## config.mk

```make
export PLATFORM = sky130hd
export DESIGN_NAME = mafia_mdu
export DESIGN_NICKNAME = d
export VERILOG_FILES = /design/src/rtl/mafia_mdu.sv
export SDC_FILE = /design/constraint.sdc
export NUM_CORES = 1
export LEC_CHECK = 0
export BUFFER_PORTS_ARGS = -buffer_cell sky130_fd_sc_hd__buf_2
export CORE_MARGIN = 5
export CORE_UTILIZATION = 40
export DETAILED_ROUTE_END_ITERATION = 10
export PLACE_DENSITY = 0.66
export SLEW_MARGIN = 25
export SYNTH_ARGS = -nofsm -noshare
export SYNTH_HDL_FRONTEND = slang
export SYNTH_SLANG_ARGS = --single-unit
```

## constraint.sdc

```tcl
create_clock -name Clk -period 4.76 [get_ports Clk]
set_input_delay 0.714 -clock Clk [delete_from_list [all_inputs] [get_ports Clk]]
set_output_delay 0.714 -clock Clk [all_outputs]
set_load 0.005 [all_outputs]
```

## src/rtl/mafia_mdu.sv

```systemverilog
// mafia_mdu: iterative RV32M multiply/divide unit for the execute stage.
// One operation is accepted per valid/ready handshake and computed over XLEN
// cycles (shift-add multiply, restoring divide). Divide-by-zero and signed
// overflow bypass the iteration and finish one cycle after acceptance.
//
// Ports:
//   Clk      in   core clock, rising edge
//   Rst      in   asynchronous active-high reset
//   ValidIn  in   upstream operation valid
//   ReadyOut out  unit can accept an operation (IDLE only)
//   Funct3   in   RV32M op select (MUL..REMU)
//   RegSrc1  in   rs1 operand (multiplicand / dividend)
//   RegSrc2  in   rs2 operand (multiplier / divisor)
//   ValidOut out  Result valid (DONE only)
//   ReadyIn  in   downstream accepts Result
//   Result   out  registered result
module mafia_mdu #(
    parameter  int unsigned XLEN  = 32,
    localparam int unsigned CNT_W = $clog2(XLEN)
) (
    input  logic            Clk,
    input  logic            Rst,
    input  logic            ValidIn,
    output logic            ReadyOut,
    input  logic [2:0]      Funct3,
    input  logic [XLEN-1:0] RegSrc1,
    input  logic [XLEN-1:0] RegSrc2,
    output logic            ValidOut,
    input  logic            ReadyIn,
    output logic [XLEN-1:0] Result
);

    typedef enum logic [1:0] {S_IDLE, S_BUSY, S_DONE} state_t;

    localparam logic [XLEN-1:0] MIN_NEG = {1'b1, {(XLEN-1){1'b0}}};

    state_t            state_q, state_d;
    logic [CNT_W-1:0]  cnt_q, cnt_d;
    logic [2:0]        funct_q, funct_d;
    logic [2*XLEN-1:0] acc_q, acc_d;
    logic [XLEN-1:0]   opb_q, opb_d;
    logic [XLEN-1:0]   res_q, res_d;
    logic              neg_res_q, neg_res_d;
    logic              neg_rem_q, neg_rem_d;

    // Operand conditioning at acceptance
    logic            s1_signed, s2_signed, neg1, neg2;
    logic            div_zero, div_ovf, special;
    logic [XLEN-1:0] mag1, mag2, special_res;

    assign s1_signed = (Funct3 == 3'b000) || (Funct3 == 3'b001) || (Funct3 == 3'b010) ||
                       (Funct3 == 3'b100) || (Funct3 == 3'b110);
    assign s2_signed = (Funct3 == 3'b000) || (Funct3 == 3'b001) ||
                       (Funct3 == 3'b100) || (Funct3 == 3'b110);
    assign neg1 = s1_signed && RegSrc1[XLEN-1];
    assign neg2 = s2_signed && RegSrc2[XLEN-1];
    assign mag1 = neg1 ? -RegSrc1 : RegSrc1;
    assign mag2 = neg2 ? -RegSrc2 : RegSrc2;

    assign div_zero    = Funct3[2] && (RegSrc2 == '0);
    assign div_ovf     = Funct3[2] && !Funct3[0] && (RegSrc1 == MIN_NEG) && (RegSrc2 == '1);
    assign special     = div_zero || div_ovf;
    assign special_res = div_zero ? (Funct3[1] ? RegSrc1 : '1)
                                  : (Funct3[1] ? '0 : MIN_NEG);

    // One iteration. Multiply: acc = {partial product, remaining multiplier}.
    // Divide: acc = {partial remainder, dividend bits shifting into quotient}.
    logic [XLEN:0]     mul_sum;
    logic [2*XLEN-1:0] mul_next;
    logic [XLEN:0]     div_tmp;
    logic              div_ge;
    logic [XLEN-1:0]   div_sub;
    logic [2*XLEN-1:0] div_next;
    logic [2*XLEN-1:0] step;
    logic [2*XLEN-1:0] prod_s;
    logic [XLEN-1:0]   quo, rem, final_res;

    assign mul_sum  = {1'b0, acc_q[2*XLEN-1:XLEN]} + (acc_q[0] ? {1'b0, opb_q} : '0);
    assign mul_next = {mul_sum, acc_q[XLEN-1:1]};

    assign div_tmp  = {acc_q[2*XLEN-1:XLEN], acc_q[XLEN-1]};
    assign div_ge   = div_tmp >= {1'b0, opb_q};
    // Partial remainder stays below the divisor, so the XLEN-bit difference is exact.
    assign div_sub  = div_tmp[XLEN-1:0] - opb_q;
    assign div_next = {(div_ge ? div_sub : div_tmp[XLEN-1:0]), acc_q[XLEN-2:0], div_ge};

    assign step   = funct_q[2] ? div_next : mul_next;
    assign prod_s = neg_res_q ? -step : step;
    assign quo    = step[XLEN-1:0];
    assign rem    = step[2*XLEN-1:XLEN];

    always_comb begin
        final_res = '0;
        case (funct_q)
            3'b000:                 final_res = prod_s[XLEN-1:0];
            3'b001, 3'b010, 3'b011: final_res = prod_s[2*XLEN-1:XLEN];
            3'b100, 3'b101:         final_res = neg_res_q ? -quo : quo;
            default:                final_res = neg_rem_q ? -rem : rem;
        endcase
    end

    always_comb begin
        state_d   = state_q;
        cnt_d     = cnt_q;
        funct_d   = funct_q;
        acc_d     = acc_q;
        opb_d     = opb_q;
        res_d     = res_q;
        neg_res_d = neg_res_q;
        neg_rem_d = neg_rem_q;
        case (state_q)
            S_IDLE: begin
                if (ValidIn) begin
                    funct_d = Funct3;
                    if (special) begin
                        res_d   = special_res;
                        state_d = S_DONE;
                    end else begin
                        state_d   = S_BUSY;
                        cnt_d     = CNT_W'(XLEN - 1);
                        neg_res_d = neg1 ^ neg2;
                        neg_rem_d = neg1;
                        acc_d     = Funct3[2] ? {{XLEN{1'b0}}, mag1} : {{XLEN{1'b0}}, mag2};
                        opb_d     = Funct3[2] ? mag2 : mag1;
                    end
                end
            end
            S_BUSY: begin
                acc_d = step;
                if (cnt_q == '0) begin
                    res_d   = final_res;
                    state_d = S_DONE;
                end else begin
                    cnt_d = cnt_q - CNT_W'(1);
                end
            end
            S_DONE: begin
                if (ReadyIn) state_d = S_IDLE;
            end
            default: state_d = S_IDLE;
        endcase
    end

    always_ff @(posedge Clk or posedge Rst) begin
        if (Rst) begin
            state_q   <= S_IDLE;
            cnt_q     <= '0;
            funct_q   <= '0;
            acc_q     <= '0;
            opb_q     <= '0;
            res_q     <= '0;
            neg_res_q <= 1'b0;
            neg_rem_q <= 1'b0;
        end else begin
            state_q   <= state_d;
            cnt_q     <= cnt_d;
            funct_q   <= funct_d;
            acc_q     <= acc_d;
            opb_q     <= opb_d;
            res_q     <= res_d;
            neg_res_q <= neg_res_d;
            neg_rem_q <= neg_rem_d;
        end
    end

    assign ReadyOut = (state_q == S_IDLE);
    assign ValidOut = (state_q == S_DONE);
    assign Result   = res_q;

endmodule

```

==> flow_metrics.env, run 1 <==
export IMPL_ys_flop_type="dfrtp_1"
export IMPL_worst_pin_slew_ns=0.9937
export IMPL_drt_iter0_markers=2281
export IMPL_clock_sinks=140
export IMPL_drt_pre_antenna_iters=6
export IMPL_nets=2700
export IMPL_wl_per_cell_um=23.56
export IMPL_cts_made_buffers=17
export IMPL_routed_wl_um=72980
export IMPL_pre_cts_slack_ns=-0.3500
export IMPL_ys_seq_elements=140
export IMPL_final_util_pct=52.68
export IMPL_rsz0062_at_grt="true"
export IMPL_grt_pass1_wl_um=108300
export IMPL_multi_input_area_um2=12450
export IMPL_setup_ws_ns=0.05309
export IMPL_port_buffers=104
export IMPL_worstPathCellList="inv_1, ha_4, nand4_1, nor4_4, and4_4, o21ai_4, o211ai_4, buf_6, buf_12, mux2_1, mux2i_2, buf_4, buf_4, nand2_1, or4_4, o31ai_4, xnor2_1, o21ai_1, a221o_1"
export IMPL_h_tree_depth=4
export IMPL_start_util_pct=40.60
export IMPL_die_area_um2=44540
export IMPL_async_flop_share_pct=100.0
export IMPL_coreArea_um2=39820
export IMPL_outcome="finished clean"
export IMPL_final_area_um2=20980
export IMPL_ant_nets=0
export IMPL_crit_start="opb_q[9]"
export IMPL_rows=73
export IMPL_rr_startpoint="opb_q[9]"
export IMPL_worst_clock_skew_ns=0.01870
export IMPL_tritoncts="done"
export IMPL_ys_types=102
export IMPL_hp_class="input port to asynchronous set/reset pin"
export IMPL_yosys_area_top_type_share_pct=21.67
export IMPL_vias_per_cell=6.190
export IMPL_crit_fanout=16
export IMPL_die_y_um=211.0
export IMPL_crit_top_cell="buf_4"
export IMPL_grt_total_usage_pct=31.38
export IMPL_drive_gt1_share_pct=25.69
export IMPL_seq_area_um2=3511
export IMPL_die_w_um=211.0
export IMPL_setup_violations_final=0
export IMPL_synth_area_top_cells="dfrtp_1 (22%), o21ai_0 (6.1%), a21oi_1 (6.1%)"
export IMPL_min_period_ns=4.707
export IMPL_syn_num_nets=2343
export IMPL_period_share_pct=98.88
export IMPL_cp_required_ns=5.11
export IMPL_num_fill_cells=3938
export IMPL_hpwl_um=57780
export IMPL_placed_area_um2=19620
export IMPL_cts_clk_slew_worst_paths_ns=0.07
export IMPL_fmax_mhz=212.5
export IMPL_cpPeakStageDelay_ns=0.61
export IMPL_yosysTopAreaCell="dfrtp_1"
export IMPL_cp_end_kind="flip-flop"
export IMPL_gp_congestion=1.025
export IMPL_drc=0
export IMPL_grt_max_degree=97
export IMPL_synth_commonest_cells="nand2_1 (226), nor2_1 (205), o21ai_0 (198), a21oi_1 (197), dfrtp_1 (140)"
export IMPL_syn2layout_area_growth_pct=29.75
export IMPL_avgSynthCellArea_um2=7.352
export IMPL_crit_arrival_ns=5.06
export IMPL_synth_seq_area_share_pct=21.67
export IMPL_cts_root_buf="clkbuf_16"
export IMPL_synth_edff_count=0
export IMPL_io_pins=105
export IMPL_holdBufCountCts=0
export IMPL_antenna_found_initial=6
export IMPL_vias=19170
export IMPL_critPathKind="flip-flop to flip-flop"
export IMPL_slew_violations=0
export IMPL_cp_start_kind="flip-flop"
export IMPL_clk_insertion_delay_late_ns=0.47
export IMPL_grt_ovfl_total=0
export IMPL_ys_warn_count=0
export IMPL_cts_path_max_buffers=2
export IMPL_grt_pass1_vias=18100
export IMPL_slew_headroom_pct=33.76
export IMPL_synthesis_area_um2=16170
export IMPL_critPathSlowestCell="or4_4"
export IMPL_syn_inst=2199
export IMPL_maxCapViolations=0
export IMPL_yosysMostFrequentCell="nand2_1"
export IMPL_hold_violations=0
## metrics by stage
stage,hold slack [ns],instances,TNS [ns]
finish,0.4083,3097,0
global route,0.4636,3094,-0.7632
CTS,0.4157,3081,-0.004162
detailed placement,0.4831,3049,-1.316
global placement,0.4700,3049,-0.5569
floorplan,0.4628,2199,0
## critical path, delay by kind of cell, from the launching register on
kind | cells | cell delay [ns]
and+or+nand+nor | 5 | 1.58
AOI/OAI and AO/OA | 5 | 0.84
buffers and inverters | 5 | 0.76
muxes | 2 | 0.49
DFF | 1 | 0.45
adders and majority gates | 1 | 0.30
xor gates and xnor gates | 1 | 0.15
## registers in the layout, summed over array words and instances (netlist names)
| register | flops |
|---|---|
| neg_rem_q | 1 |
| funct_q | 3 |
| Result | 32 |
| cnt_q | 5 |
| acc_q | 64 |
| neg_res_q | 1 |
| opb_q | 32 |
| state_q | 2 |
## area by class of cell
| class | count | area share (%) |
|---|---|---|
| diodes | 3 | 0.03579 |
| clock inverters | 12 | 0.8410 |
| flip-flops and latches | 140 | 16.74 |
| clock buffers | 20 | 2.177 |
| multi-input cells | 1851 | 59.36 |
| repair buffers | 483 | 16.56 |
| well taps | 525 | 3.131 |
| inverters | 63 | 1.151 |
## worst paths after layout
check | end | slack, ns | depth (start not counted)
worst max-delay path | Result[26] | 0.05 | 19
worst min-delay path | acc_q[17] | 0.41 | 2
worst max register to register | Result[26] | 0.05 | 19
worst min register to register | Result[0] | 0.50 | 2
max in group asynchronous | cnt_q[4] | 3.29 | 3
min in group Clk | Result[0] | 0.50 | 2
## cell usage in the layout, fill, tap and decap left out, drive strengths merged, types with 45 or more instances in the layout
cell type,synthesis,routed
a21oi,198,198
nand2,226,226
xor2,81,81
a211oi,59,59
inv,61,66
ha,71,71
o21ai,208,208
buf,39,483
mux2i,45,45
nor2,205,205
and2,56,56
dfrtp,140,140
nand3,82,82
xnor2,100,100
nor3,49,49
## what timing repair did
item / 4_1_cts / 5_1_grt
setup endpoints to repair: 11 / 27
pin swaps: 8 / 33
gates resized for setup: 15 / 107
cloned: 0 / 1
setup buffers: 0 / 12
## metal layers
metal  GRT usage (%)  wire length (um)
met5               0                14
met4           15.65              4459
met3           6.906              6975
met2           48.35             31830
met1           41.55             29700
## cells by family (layout without fill, tap and decap cells)
| kind of cell | Yosys count | after routing | share of synthesized area, % |
|---|---|---|---|
| flip-flops | 140 | 140 | 21.67 |
| XOR/XNOR | 181 | 181 | 9.805 |
| AND/OR/NAND/NOR | 794 | 794 | 23.92 |
| other | 0 | 3 | 0 |
| buffers and inverters | 208 | 578 | 5.262 |
| multiplexers | 62 | 62 | 3.993 |
| adder cells (fa/ha/maj) | 73 | 73 | 5.742 |
| AO/OA/AOI/OAI | 741 | 741 | 29.61 |
Power of run 1 is left out: the tool's default activity adds up to more than one toggle a clock period on the data nets, which glitch-free logic cannot reach.
==> run 2, diff against run 1 <==
- SETUP_SLACK_MARGIN: not set -> 0.4
==> run 2 against run 1 <==
  * Via count is 0.20% higher
  * Final cell count about the same
  * Sequential share of layout area shrank 0.14 points
  * Register-to-register slack lost 0.14 ns
  * Die area did not move
  * Worst hold slack worse by 0.020 ns
  * Highest routed layer unchanged
  * The flow now finishes with violations (negative setup slack)
  * Critical path type unchanged
  * Flip-flop and latch count stayed put
==> flow_metrics.env, run 2 (synthesized netlist as in run 1, its figures left out) <==
export IMPL_crit_start="opb_q[1]"
export IMPL_start_util_pct=40.60
export IMPL_cpPeakStageDelay_ns=0.50
export IMPL_final_area_um2=21140
export IMPL_grt_pass1_vias=18000
export IMPL_dpl_cell_count=3045
export IMPL_clk_insertion_delay_late_ns=0.47
export IMPL_grt_max_degree=103
export IMPL_maxCapViolations=0
export IMPL_seq_area_um2=3508
export IMPL_placed_area_um2=19670
export IMPL_tritoncts="done"
export IMPL_drt_pre_antenna_iters=7
export IMPL_syn2layout_area_growth_pct=30.76
export IMPL_timing_hold_ws_ns=0.3879
export IMPL_fin_cells=3095
export IMPL_cts_root_buf="clkbuf_16"
export IMPL_final_cell_mix="buf_4 (358), nand2_1 (225), nor2_1 (202), o21ai_0 (190), a21oi_1 (183)"
export IMPL_drc=0
export IMPL_drive_gt1_share_pct=26.24
export IMPL_die_y_um=211.0
export IMPL_max_flop_register="acc_q"
export IMPL_antenna_found_initial=6
export IMPL_critPathSlowestCell="or3b_1"
export IMPL_hpwl_um=59730
export IMPL_period_share_pct=101.7
export IMPL_h_tree_depth=4
export IMPL_vias=19210
export IMPL_cts_clk_slew_worst_paths_ns=0.07
export IMPL_final_common_cell="buf_4"
export IMPL_pre_cts_slack_ns=-0.1664
export IMPL_grt_pass1_wl_um=111500
export IMPL_cts_path_max_buffers=2
export IMPL_worst_pin_slew_ns=0.9888
export IMPL_crit_top_cell="buf_4"
export IMPL_rr_startpoint="opb_q[1]"
export IMPL_routed_wl_um=75470
export IMPL_slew_violations=0
export IMPL_cts_made_buffers=17
export IMPL_clock_sinks=140
export IMPL_hold_violations=0
export IMPL_num_fill_cells=3836
export IMPL_multi_input_area_um2=12560
export IMPL_min_period_ns=4.843
export IMPL_slew_headroom_pct=34.08
export IMPL_fmax_mhz=206.5
export IMPL_reg2reg_slack_ns=-0.08
export IMPL_cp_end_kind="flip-flop"
export IMPL_crit_arrival_ns=5.18
export IMPL_ant_nets=0
export IMPL_grt_ovfl_total=0
export IMPL_grt_total_usage_pct=32.60
export IMPL_crit_fanout=4
export IMPL_die_w_um=211.0
export IMPL_worstPathCellList="inv_2, buf_4, fa_2, a21o_1, a221o_1, buf_4, a41oi_2, a21boi_1, or3_1, a211oi_2, o32ai_2, or2_1, or3b_1, nor4_2, buf_4, nor4b_1, a311oi_1, o21ai_1"
export IMPL_coreArea_um2=39820
export IMPL_worst_clock_skew_ns=0.01540
export IMPL_largest_reg_flops=64
export IMPL_reg2regPathDepth=18
export IMPL_die_area_um2=44540
export IMPL_rows=73
export IMPL_holdBufCountCts=0
export IMPL_outcome="finished with violations"
export IMPL_wl_per_cell_um=24.38
export IMPL_violations="negative setup slack"
export IMPL_drt_iter0_markers=2118
export IMPL_hp_class="input port to asynchronous set/reset pin"
export IMPL_vias_per_cell=6.206
export IMPL_r2r_end="Result[25]"
export IMPL_io_pins=105
export IMPL_cp_required_ns=5.09
export IMPL_setup_violations_final=3
export IMPL_setup_ws_ns=-0.08322
export IMPL_gp_congestion=1.051
export IMPL_cp_start_kind="flip-flop"
export IMPL_critPathKind="flip-flop to flip-flop"
export IMPL_port_buffers=104
export IMPL_rsz0062_at_grt="true"
export IMPL_nets=2700
## run 2: cell type report
type	count	share of cell area (%)
Timing Repair Buffer	483	16.75
Inverter	63	1.136
Multi-Input combinational cell	1851	59.41
Clock buffer	19	2.142
Sequential cell	140	16.59
Antenna cell	1	0.01184
Tap cell	525	3.107
Clock inverter	13	0.8463
## run 2: worst max-delay path, delay by kind of cell (launching register included)
family / cells / cell delay, ns
DFF: 1 / 0.44
adders and majority gates: 1 / 0.37
and+or+nand+nor: 5 / 1.59
AOI/OAI and AO/OA: 8 / 1.75
buffers and inverters: 4 / 0.54
## run 2: routing by layer
metal	part of all wire, %	global-route usage, %	vias to the layer above
li1	-	-	8800
met1	41	43.56	9236
met2	45	51.93	974
met3	9.6	7.278	195
met4	4.5	11.69	4
met5	0.033	0	-
## run 2: how the worst max path moves through the flow
stage               depth (start not counted)          to
floorplan                                  18  Result[26]
global placement                           19  Result[26]
detailed placement                         19  Result[26]
CTS                                        20  Result[26]
global route                               19  Result[26]
finish                                     18  Result[25]
## run 2: repair_timing
item | CTS | global route
buffers inserted | 10 | 7
gates resized for setup | 76 | 65
pin swaps | 31 | 11
endpoints found under the hold margin | 0 | 0
setup endpoints to repair | 30 | 32
## run 2: through the flow
| step | utilization (%) | TNS, ns |
|---|---|---|
| after global placement | 49.38 | -0.2716 |
| final | 53.09 | -0.1992 |
| after CTS | 52.12 | -0.01171 |
| after floorplan | - | 0 |
| after detailed placement | 49.38 | -0.5406 |
| after global routing | 53.08 | -1.185 |
Power of run 2 is left out for the same reason.
